## config.mk

```make
export PLATFORM = sky130hd
export DESIGN_NAME = servo_pwm_decoder
export DESIGN_NICKNAME = d
export VERILOG_FILES = /design/src/rtl/servo_pwm_decoder.sv
export SDC_FILE = /design/constraint.sdc
export NUM_CORES = 1
export LEC_CHECK = 0
export BUFFER_PORTS_ARGS = -buffer_cell sky130_fd_sc_hd__buf_2
export CORE_UTILIZATION = 62
export CTS_CLUSTER_DIAMETER = 60
export DETAILED_ROUTE_END_ITERATION = 7
export GPL_TIMING_DRIVEN = 1
export HOLD_SLACK_MARGIN = 0.02
export PLACE_DENSITY = 0.79
export SYNTH_ARGS = -nofsm -noshare
export SYNTH_HDL_FRONTEND = slang
export SYNTH_SLANG_ARGS = --single-unit
```

## constraint.sdc

```tcl
create_clock -name clk -period 4.5 [get_ports clk]
set_clock_uncertainty 0.1 [all_clocks]
set_input_delay 0.225 -clock clk [delete_from_list [all_inputs] [get_ports clk]]
set_output_delay 0.225 -clock clk [all_outputs]
set_load 0.01 [all_outputs]
```

## src/rtl/servo_pwm_decoder.sv

```systemverilog
// Servo PWM receiver: measures the high time of a 50 Hz servo pulse and
// decodes it back to an angle, flagging malformed pulses and loss of signal.
module servo_pwm_decoder #(
  parameter int MIN_PULSE = 6000,
  parameter int STEP      = 133,
  parameter int MAX_ANGLE = 180,
  parameter int MIN_VALID = 3000,
  parameter int MAX_VALID = 36000,
  parameter int TIMEOUT   = 480000
) (
  input  logic        clk,
  input  logic        reset,
  input  logic        pwm_in,
  output logic [7:0]  angle,
  output logic [18:0] pulse_width,
  output logic        angle_valid,
  output logic        frame_error,
  output logic        signal_lost
);

  localparam int CW   = 19;
  localparam int HALF = STEP / 2;

  typedef enum logic [2:0] {
    ARM,
    WAIT_RISE,
    HIGH,
    DIV,
    DONE
  } state_t;

  state_t          state_q;
  logic            s1_q, pwm_s_q, pwm_s_dly_q;
  logic [1:0]      settle_q;
  logic [CW-1:0]   width_q;
  logic [CW-1:0]   rem_q;
  logic [7:0]      quot_q;
  logic [2:0]      bit_q;
  logic [7:0]      angle_q;
  logic [CW-1:0]   pw_q;
  logic            valid_q, err_q, lost_q;
  logic [CW-1:0]   to_cnt_q;

  logic            rise, fall;
  logic [CW-1:0]   divisor;
  logic            take_bit;
  logic [CW-1:0]   rem_d;
  logic [7:0]      quot_d;
  logic [CW-1:0]   to_cnt_d;

  // Offset so that truncating division rounds to the nearest degree.
  function automatic logic [CW-1:0] div_offset(input logic [CW-1:0] w);
    if (w >= CW'(MIN_PULSE)) return w - CW'(MIN_PULSE) + CW'(HALF);
    return '0;
  endfunction

  function automatic logic [7:0] sat_angle(input logic [7:0] q);
    return (q > 8'(MAX_ANGLE)) ? 8'(MAX_ANGLE) : q;
  endfunction

  assign rise = pwm_s_q & ~pwm_s_dly_q;
  assign fall = ~pwm_s_q & pwm_s_dly_q;

  always_comb begin
    divisor  = CW'(STEP) << bit_q;
    take_bit = (rem_q >= divisor);
    rem_d    = take_bit ? (rem_q - divisor) : rem_q;
    quot_d   = quot_q | (take_bit ? (8'd1 << bit_q) : 8'd0);
    to_cnt_d = (to_cnt_q >= CW'(TIMEOUT)) ? CW'(TIMEOUT) : (to_cnt_q + 1'b1);
  end

  always_ff @(posedge clk) begin
    if (reset) begin
      state_q     <= ARM;
      s1_q        <= 1'b0;
      pwm_s_q     <= 1'b0;
      pwm_s_dly_q <= 1'b0;
      settle_q    <= 2'd0;
      width_q     <= '0;
      rem_q       <= '0;
      quot_q      <= 8'd0;
      bit_q       <= 3'd0;
      angle_q     <= 8'd0;
      pw_q        <= '0;
      valid_q     <= 1'b0;
      err_q       <= 1'b0;
      lost_q      <= 1'b1;
      to_cnt_q    <= '0;
    end else begin
      s1_q        <= pwm_in;
      pwm_s_q     <= s1_q;
      pwm_s_dly_q <= pwm_s_q;
      // pwm_s only reflects the pin once the synchronizer has refilled after reset.
      if (settle_q != 2'd2) settle_q <= settle_q + 2'd1;
      valid_q     <= 1'b0;
      err_q       <= 1'b0;
      to_cnt_q    <= to_cnt_d;
      if (to_cnt_d == CW'(TIMEOUT)) lost_q <= 1'b1;

      case (state_q)
        ARM: begin
          if (settle_q == 2'd2 && !pwm_s_q) state_q <= WAIT_RISE;
        end
        WAIT_RISE: begin
          if (rise) begin
            width_q <= CW'(1);
            state_q <= HIGH;
          end
        end
        HIGH: begin
          if (pwm_s_q) begin
            width_q <= width_q + 1'b1;
            if (width_q == CW'(MAX_VALID)) begin
              err_q   <= 1'b1;
              state_q <= ARM;
            end
          end else if (fall) begin
            if (width_q < CW'(MIN_VALID)) begin
              err_q   <= 1'b1;
              state_q <= WAIT_RISE;
            end else begin
              rem_q   <= div_offset(width_q);
              quot_q  <= 8'd0;
              bit_q   <= 3'd7;
              state_q <= DIV;
            end
          end
        end
        DIV: begin
          rem_q  <= rem_d;
          quot_q <= quot_d;
          bit_q  <= bit_q - 3'd1;
          if (bit_q == 3'd0) begin
            angle_q  <= sat_angle(quot_d);
            pw_q     <= width_q;
            valid_q  <= 1'b1;
            to_cnt_q <= '0;
            lost_q   <= 1'b0;
            state_q  <= DONE;
          end
        end
        DONE: begin
          state_q <= WAIT_RISE;
        end
        default: begin
          state_q <= ARM;
        end
      endcase
    end
  end

  assign angle       = angle_q;
  assign pulse_width = pw_q;
  assign angle_valid = valid_q;
  assign frame_error = err_q;
  assign signal_lost = lost_q;

endmodule

```

**Word-level counts from Yosys, hierarchy flattened**

Cells that the tools add are included.

- Logic and storage cells: 112
- Bits in registers: 106
- Bits of input ports: 3
- Output and inout bits: 30

- $add $sub $neg: 7
- Equality and inequality tests: 18
- Magnitude comparators: 5
- Shifts and indexed selects: 2
- Mux-type cells: 45
- Bitwise operators: 7
- Reductions and logical operators: 13

Operator list:

| kind | number |
|---|---|
| 2-to-1 mux 19 bit | 11 |
| case mux 19 bit (2 select lines) | 2 |
| 2-to-1 mux 8 bit | 5 |
| adder 19 x 1 -> 19 bit (second input constant) | 2 |
| 2-to-1 mux 3 bit | 9 |
| adder 19 x 7 -> 19 bit (second input constant) | 1 |
| equality test 19 x 16 -> 1 bit (second input constant) | 1 |
| equality test 19 bit (second input constant) | 1 |
| greater-or-equal comparator 19 x 13 -> 1 bit (second input constant) | 1 |
| greater-or-equal comparator 19 bit | 1 |
| greater-or-equal comparator 19 bit (second input constant) | 1 |
| less-than comparator 19 x 12 -> 1 bit (second input constant) | 1 |
| left shift 8 x 3 -> 19 bit (first input constant) | 1 |
| subtractor 19 x 13 -> 19 bit (second input constant) | 1 |
| subtractor 19 bit | 1 |
| != test 2 bit (second input constant) | 9 |
| case mux 8 bit (2 select lines) | 1 |
| case mux 3 bit (5 select lines) | 1 |
| 2-to-1 mux 1 bit | 14 |
| AND reduction 5 bit | 2 |
| > comparator 8 bit (second input constant) | 1 |
| OR 8 bit | 1 |
| left shift 1 x 3 -> 8 bit (first input constant) | 1 |
| equality test 3 x 2 -> 1 bit (second input constant) | 2 |
| other kinds (18) | 26 |

**Depth between registers and ports, before layout**

Gate-level depths: netlist of run 1.

- Depth in word-level cells: 12
- Mapped depth: 16
- Gate-level depth less buffers: 13

**Worst setup path after synthesis of run 1**

Ideal clock, no wire load.

- Path type: register to register
- Start: register bit_q[2]
- End: register angle_q[0] (netlist: angle[0])
- Stages on the path, launching flop included: 15
- Period minus slack after synthesis: 3.488 ns
- Arrival time: 3.287 ns
- Required time: 4.299 ns
- Path slack: 1.012 ns
- Library setup time: 0.101 ns
- Path buffers: 4
- Cells stage by stage: dfxtp_1 -> clkbuf_1 -> clkbuf_1 -> buf_1 -> a21oi_1 -> ha_1 -> clkbuf_1 -> and4_1 -> and3b_1 -> a31oi_2 -> nand3_2 -> a2111o_1 -> o21ai_1 -> a21oi_1 -> o41ai_1

- Word-level cells in the longest chain between the ends: 6
- Elaborated cells between the ends (all ways): 9
- Those cells by class: 2 x order compare; 2 x shift; 2 x mux; 1 x bitwise; 2 x reduce/logical

Ends and longest elaborated chain:

| item | RTL line | RTL |
|---|---|---|
| start: declaration | 38 | `logic [2:0] bit_q;` |
| start signal: assignment | 132 | `bit_q <= bit_q - 3'd1;` |
| left shift 8 x 3 -> 19 bit | 65 | `divisor = CW'(STEP) << bit_q;` |
| greater-or-equal comparator 19 bit | 66 | `take_bit = (rem_q >= divisor);` |
| 2-to-1 mux 8 bit | 68 | `quot_d = quot_q \| (take_bit ? (8'd1 << bit_q) : 8'd0);` |
| OR 8 bit | 68 |  |
| > comparator 8 bit | 58 | `return (q > 8'(MAX_ANGLE)) ? 8'(MAX_ANGLE) : q;` |
| 2-to-1 mux 8 bit | 58 |  |
| end signal: assignment | 134 | `angle_q <= sat_angle(quot_d);` |
| end: declaration | 39 | `logic [7:0] angle_q;` |

Parallel ways exist; a longest one is shown, timed or not.
A chain may end at the register's enable or synchronous reset.

**Final worst setup path of run 1**

- Start: register bit_q[0]
- End: register angle_q[1] (netlist: angle[1])

The elaborated chain is that of the path after synthesis.

==> results_dict.tcl, run 1 <==
set metrics [dict create \
    antenna_found_initial 0 \
    ant_nets 0 \
    tns_ns 0 \
    fin_crit_ns 3.907 \
    drc 0 \
    powerDensity_nw_per_um2 324.4 \
    whs_ns 0.3413 \
    clkSlewWorstSetupHoldPaths_ns 0.10 \
    reg2reg_depth 13 \
    cpMaxStageDelayCell "dfxtp_1" \
    grt_overflow 0 \
    worst_pin_slew_ns 1.180 \
    critical_path.cell_chain "inv_1 -> ha_1 -> nor2b_1 -> a21oi_1 -> ha_1 -> and4_1 -> and3b_1 -> a31oi_2 -> nand3_2 -> a2111o_1 -> o21ai_1 -> a21oi_1 -> o41ai_1" \
    r2r_slack_ns 0.59 \
    fp-row-count 35 \
    period_share_pct 86.83 \
    core-area_sq_um 9284 \
    cts_resized 0 \
    reg2reg_from "bit_q[0]" \
    yosysSeqAreaShare_pct 35.38 \
    routed-via-count 5494 \
    crit_path_start "bit_q[0]" \
    ys_seq_elements 106 \
    rsz0062_at_grt "false" \
    synth_area_leader_cell "dfxtp_1" \
    whs_path_depth 3 \
    portBuffers 32 \
    path_max_fanout 10 \
    via_per_inst 6.051 \
    cts_root_buffer "clkbuf_8" \
    synth_cell_types 69 \
    syn-mean-instance-area_sq_um 7.728 \
    cp.required_ns 4.68 \
    synth-edff-count 0 \
    cp_data_arrival_time_ns 4.08 \
    setup-violations-final 0 \
    clock_path_buffers 2 \
    maxCapViolCount 0 \
    yosysWarnings 0 \
    ios 33 \
    fp.dieArea_sq_um 10070 \
    hp-start "reset" \
    worstSetupPathType "register to register" \
    synth-main-ff-cell "dfxtp_1" \
    syn2layout_area_growth_pct 6.593 \
    synthesis.area_sq_um 5997 \
    drive_above_1_share_pct 8.729 \
    grt_max_degree 63 \
    reg2reg_to "angle[1]" \
    cp_top_family "compound AO/OA/AOI/OAI gates" \
    n_antenna_cell 0 \
    hpwl_um 10650 \
    grt_pass1_vias 4907 \
    synth.top_cell.area_share_pct 35.38 \
    postCtsSetupBuffers 0 \
    synth_fp_nets 806 \
    wl_per_cell_um 16.08 \
    drtIter0Drc 295 \
    gr-usage-all-layers_pct 30.12 \
    slew_violations 0 \
    path_buf_inv 1 \
    slew_headroom_pct 20.83 \
    async_flop_share_pct 0 \
    die_h_um 100.4 \
    hold_buffers 1 \
    drt-pass1-iter-count 5 \
    max_freq_mhz 255.9 \
    insertion_delay_ns 0.38 \
    die_x_um 100.4 \
    synthCells 776 \
    synth.area.top_cells "dfxtp_1, a21oi_1, nor2_1, nand2_1, ha_1" \
    crit_path_end_kind "register" \
    cts_buffers 9 \
    routed_wl_um 14600 \
    grt_pass1_wl_um 23950 \
    status "finished, final reports clean" \
    finalHoldViolCount 0 \
    finalNetCount 804 \
    peakVddDrop_v 0.0002345 \
    start_util_pct 64.60 \
    setup.worst_path.start_class "register" \
    routabilityCongestion 0.9345 \
    cts_max_level 3 \
    leakagePower_nw 2.345 \
    hold_path_class "input port to register" \
    slowest_delay_ns 0.46 \
    tritoncts "yes" \
    worstHoldEndpoint "pwm_s_dly_q" \
    clock_sinks 106 \
]
==> power by group <==
part           internal [mW]  total (mW)  switching [mW]
Clock                  0.279       0.621           0.342
Sequential             0.973        1.01          0.0382
Combinational          0.176       0.442           0.265
==> layout make-up <==
class                      count  area (sq um)
fill                         835          2892
multi-input combinational    595          3591
clock inverter                 6         73.82
sequential                   106          2122
timing repair buffer          37         212.7
clock buffer                  10         137.6
inverter                      25         93.84
tap                          129         161.4
==> worst min-delay path: stages <==
cell and delay (ns):
buf_2 0.10, buf_4 0.31, nor2_1 0.15
==> cell usage after synthesis, drive strengths merged (2+ instances only) <==
cell type and n:
o41ai 3, o21bai 2, a211oi 19, a21o 4, a32oi 3, ha 26, xnor2 29, o31ai 2
a21oi 75, nand3 29, xor2 26, a311oi 5, or2 3, nor2b 12, or4 3, and3 6
clkbuf 43, dfxtp 106, a22oi 10, nand2 91, and3b 2, nand4 9, nor2 100, o31a 2
a31oi 18, nor4b 2, nor3 16, inv 25, buf 7, o21ai 28, or3 11, nor4 6
a41oi 2, o22ai 4, o211ai 6, nor3b 2, nand2b 9, o21a 3, nand3b 4, a31o 2
and2 4
==> cell families after synthesis <==
kind of cell | share of synthesized area (%)
simple gates | 24.66
compound gates | 21.01
flops | 35.39
buf+inv | 4.799
xor+xnor | 8.033
fa+ha+maj | 5.758
mux | 0.3547
==> cell usage in the layout, fill, tap and decap left out, types with 23 or more instances in the layout <==
cell type / instances
nand2_1: 90
inv_1: 23
buf_2: 32
xnor2_1: 29
nor2_1: 100
a21oi_1: 74
dfxtp_1: 106
xor2_1: 26
nand3_1: 28
ha_1: 26
==> worst max-delay path by stage <==
| stage | endpoint | slack (ns) | depth (start not counted) |
|---|---|---|---|
| after floorplan | angle[0] | 1.01 | 14 |
| after global placement | angle[0] | 0.83 | 13 |
| after detailed placement | angle[3] | 0.70 | 13 |
| after CTS | angle[3] | 0.67 | 13 |
| after global routing | angle[3] | 0.24 | 13 |
| final | angle[1] | 0.59 | 13 |
==> registers in the layout, summed over array words and instances (netlist names), 2 cells and up <==
name / count
width_q: 19
state_q: 3
rem_q: 19
pulse_width: 19
settle_q: 2
to_cnt_q: 19
angle: 8
bit_q: 3
quot_q: 8
==> metal layers <==
layer / GRT usage, % / part of all wire, % / vias to the layer above
met3: 5.432 / 6.4 / 19
met2: 50.05 / 47 / 179
met1: 39.75 / 45 / 2565
li1: - / - / 2731
met4: 9.365 / 1.5 / 0
met5: 0 / 0 / -
==> per-stage QoR <==
stage	util (%)	setup WS (ns)	area (sq um)	std cells	power, mW
after global routing	68.85	0.2381	6392	908	2.180
final	68.85	0.5928	6392	908	2.074
after floorplan	-	1.012	5997	776	1.371
after detailed placement	66.47	0.7013	6171	891	1.465
after CTS	68.85	0.6671	6392	908	2.081
after global placement	66.47	0.8262	6171	891	1.452
No activity file was read; power rests on OpenSTA's default activity.
==> inputs of run 2 (changes only) <==
--- a/config.mk
+++ b/config.mk
@@ -6,12 +6,14 @@
 export NUM_CORES = 1
 export LEC_CHECK = 0
 export BUFFER_PORTS_ARGS = -buffer_cell sky130_fd_sc_hd__buf_2
-export CORE_UTILIZATION = 62
+export CAP_MARGIN = 20
+export CORE_UTILIZATION = 65
+export CTS_BUF_LIST = sky130_fd_sc_hd__clkbuf_4 sky130_fd_sc_hd__clkbuf_8
 export CTS_CLUSTER_DIAMETER = 60
 export DETAILED_ROUTE_END_ITERATION = 7
 export GPL_TIMING_DRIVEN = 1
 export HOLD_SLACK_MARGIN = 0.02
-export PLACE_DENSITY = 0.79
+export PLACE_DENSITY = 0.82
 export SYNTH_ARGS = -nofsm -noshare
 export SYNTH_HDL_FRONTEND = slang
 export SYNTH_SLANG_ARGS = --single-unit
==> constraint.sdc (replaced) <==
create_clock -name clk -period 4.9 [get_ports clk]
set_clock_uncertainty 0.1 [all_clocks]
set_input_delay 0.245 -clock clk [delete_from_list [all_inputs] [get_ports clk]]
set_output_delay 0.245 -clock clk [all_outputs]
set_load 0.01 [all_outputs]
==> run 2 against run 1 <==
The flow now finishes with violations (DRC); sequential power is 8% lower; wire length is 3.2% higher; core utilization is 3.5 points higher; register-to-register slack better by 0.38 ns; clock-buffer cell count is the same; maximum frequency is 0.49% lower; via count is 1.9% higher; global-route usage up 2.0 points; critical path type unchanged; critical endpoint is now angle[0].
==> results_dict.tcl, run 2 (synthesis results as in run 1) <==
set metrics [dict create \
    whs_path_depth 2 \
    reg2reg_from "bit_q[0]" \
    max_freq_mhz 254.7 \
    clock_sinks 106 \
    powerDensity_nw_per_um2 302.9 \
    tns_ns 0 \
    r2r_slack_ns 0.97 \
    status "finished, violations left" \
    drc 1 \
    via_per_inst 6.297 \
    cp.required_ns 5.07 \
    place_ws_ns 1.074 \
    rsz0062_at_grt "false" \
    drtIter0Drc 399 \
    cts_resized 0 \
    core-area_sq_um 8806 \
    slew_headroom_pct 28.26 \
    peakVddDrop_v 0.0001920 \
    m1WireLength_um 6688 \
    grt_pass1_wl_um 25030 \
    grt_overflow 0 \
    die_x_um 98.05 \
    cts_buffers 9 \
    power_frac_clock_pct 30.4 \
    cp_data_arrival_time_ns 4.10 \
    start_util_pct 68.10 \
    violations "DRC" \
    p_sw_share_pct 32.02 \
    routabilityCongestion 0.8999 \
    leakagePower_nw 2.356 \
    tritoncts "yes" \
    setup-violations-final 0 \
    cts_root_buffer "clkbuf_8" \
    fp.dieArea_sq_um 9614 \
    maxCapViolCount 0 \
    setup_slack_ns 0.9735 \
    drt-pass1-iter-count 8 \
    path_max_fanout 10 \
    grt_pass1_vias 5179 \
    antenna_found_initial 0 \
    p_int_mw 1.312 \
    ant_nets 0 \
    highest_layer "met4" \
    slowest_delay_ns 0.46 \
    die_h_um 98.05 \
    wl_met2_um 7030 \
    reg2reg_to "angle[0]" \
    clock_path_buffers 2 \
    fp-row-count 34 \
    crit_path_end_kind "register" \
    fin_crit_ns 3.927 \
    num-fill-cells 704 \
    wl_met3_um 974 \
    n_antenna_cell 0 \
    hp-start "angle[1]" \
    cts_max_level 3 \
    syn2layout_area_growth_pct 6.238 \
    clkSlewWorstSetupHoldPaths_ns 0.10 \
    postCtsSetupBuffers 0 \
    portBuffers 32 \
    hold_path_class "register to register" \
    power.share.sequential_pct 48.3 \
    worst_pin_slew_ns 1.074 \
    pwr-share-comb_pct 21.3 \
    drive_above_1_share_pct 8.963 \
    crit_path_start "bit_q[0]" \
    layout_common_cells "dfxtp_1, nor2_1, nand2_1" \
    routed_wl_um 15060 \
    period_share_pct 80.13 \
    final_common_cell "dfxtp_1" \
    cpMaxStageDelayCell "dfxtp_1" \
    finalHoldViolCount 0 \
    worstSetupPathType "register to register" \
    slew_violations 0 \
    ios 33 \
    critical_path.cell_chain "inv_1 -> ha_1 -> nor2b_1 -> a21oi_1 -> ha_1 -> and4_1 -> and3b_1 -> a31oi_2 -> nand3_2 -> a2111o_1 -> o21ai_1 -> a21oi_1 -> o41ai_1" \
    wl_per_cell_um 16.94 \
    grt_max_degree 63 \
    routed-via-count 5598 \
    reg2reg_depth 13 \
    hpwl_um 10750 \
    finalNetCount 806 \
    insertion_delay_ns 0.38 \
    hold_buffers 1 \
    worstHoldEndpoint "angle[1]" \
    gr-usage-all-layers_pct 32.11 \
    switching_power_mw 0.6178 \
    setup.worst_path.start_class "register" \
]
[run 2: cell types whose count changed in the layout (fill, tap and decap cells not counted), sizes merged]
| cell | before | now |
|---|---|---|
| buf | 36 | 38 |
| inv | 27 | 28 |
| clkinvlp | 2 | 1 |
[run 2: how the worst max path moves through the flow]
| stage | cells past startpoint | end | slack, ns |
|---|---|---|---|
| after CTS | 13 | angle[0] | 1.0 |
| after global placement | 12 | angle[1] | 1.24 |
| after floorplan | 14 | angle[0] | 1.41 |
| after global routing | 13 | rem_q[9] | 0.63 |
| final | 13 | angle[0] | 0.97 |
| after detailed placement | 13 | angle[3] | 1.07 |
[run 2: power groups by stage]
stage / registers [mW] / logic, mW / clock network [mW]
floorplan: 0.935 / 0.324 / 0
global placement: 0.946 / 0.382 / 0
detailed placement: 0.949 / 0.396 / 0
CTS: 0.930 / 0.403 / 0.592
global route: 0.935 / 0.458 / 0.616
finish: 0.931 / 0.411 / 0.587
[run 2: final cells by class]
| cell class | instances | area (sq um) | share of cell area, % |
|---|---|---|---|
| clock buffers | 10 | 131.4 | 2.062 |
| clock inverters | 6 | 82.58 | 1.296 |
| inverters | 25 | 93.84 | 1.473 |
| multi-input cells | 595 | 3591 | 56.36 |
| flip-flops and latches | 106 | 2122 | 33.31 |
| well taps | 108 | 135.1 | 2.121 |
| repair buffers | 39 | 215.2 | 3.378 |
[run 2: critical path, delay by kind of cell (launching register included)]
kind | cells | cell delay [ns]
compound gates | 6 | 1.55
simple gates | 4 | 0.92
fa+ha+maj | 2 | 0.66
flops | 1 | 0.46
buf+inv | 1 | 0.12
[run 2: per-layer routing]
metal | vias up | global-route usage, %
li1 | 2743 | -
met1 | 2622 | 43.82
met2 | 198 | 51.84
met3 | 35 | 4.868
met4 | 0 | 11.19
met5 | - | 0
[run 2: through the flow]
stage / power (mW) / utilization [%] / instance area (sq um) / instances / hold slack, ns
2_1_floorplan: 1.259 / - / 5997 / 776 / 0.2732
3_3_place_gp: 1.328 / 69.72 / 6140 / 871 / 0.3189
3_5_place_dp: 1.345 / 69.72 / 6140 / 871 / 0.3348
4_1_cts: 1.924 / 72.26 / 6364 / 888 / 0.3561
5_1_grt: 2.009 / 72.35 / 6371 / 889 / 0.3822
6_report: 1.930 / 72.35 / 6371 / 889 / 0.3582
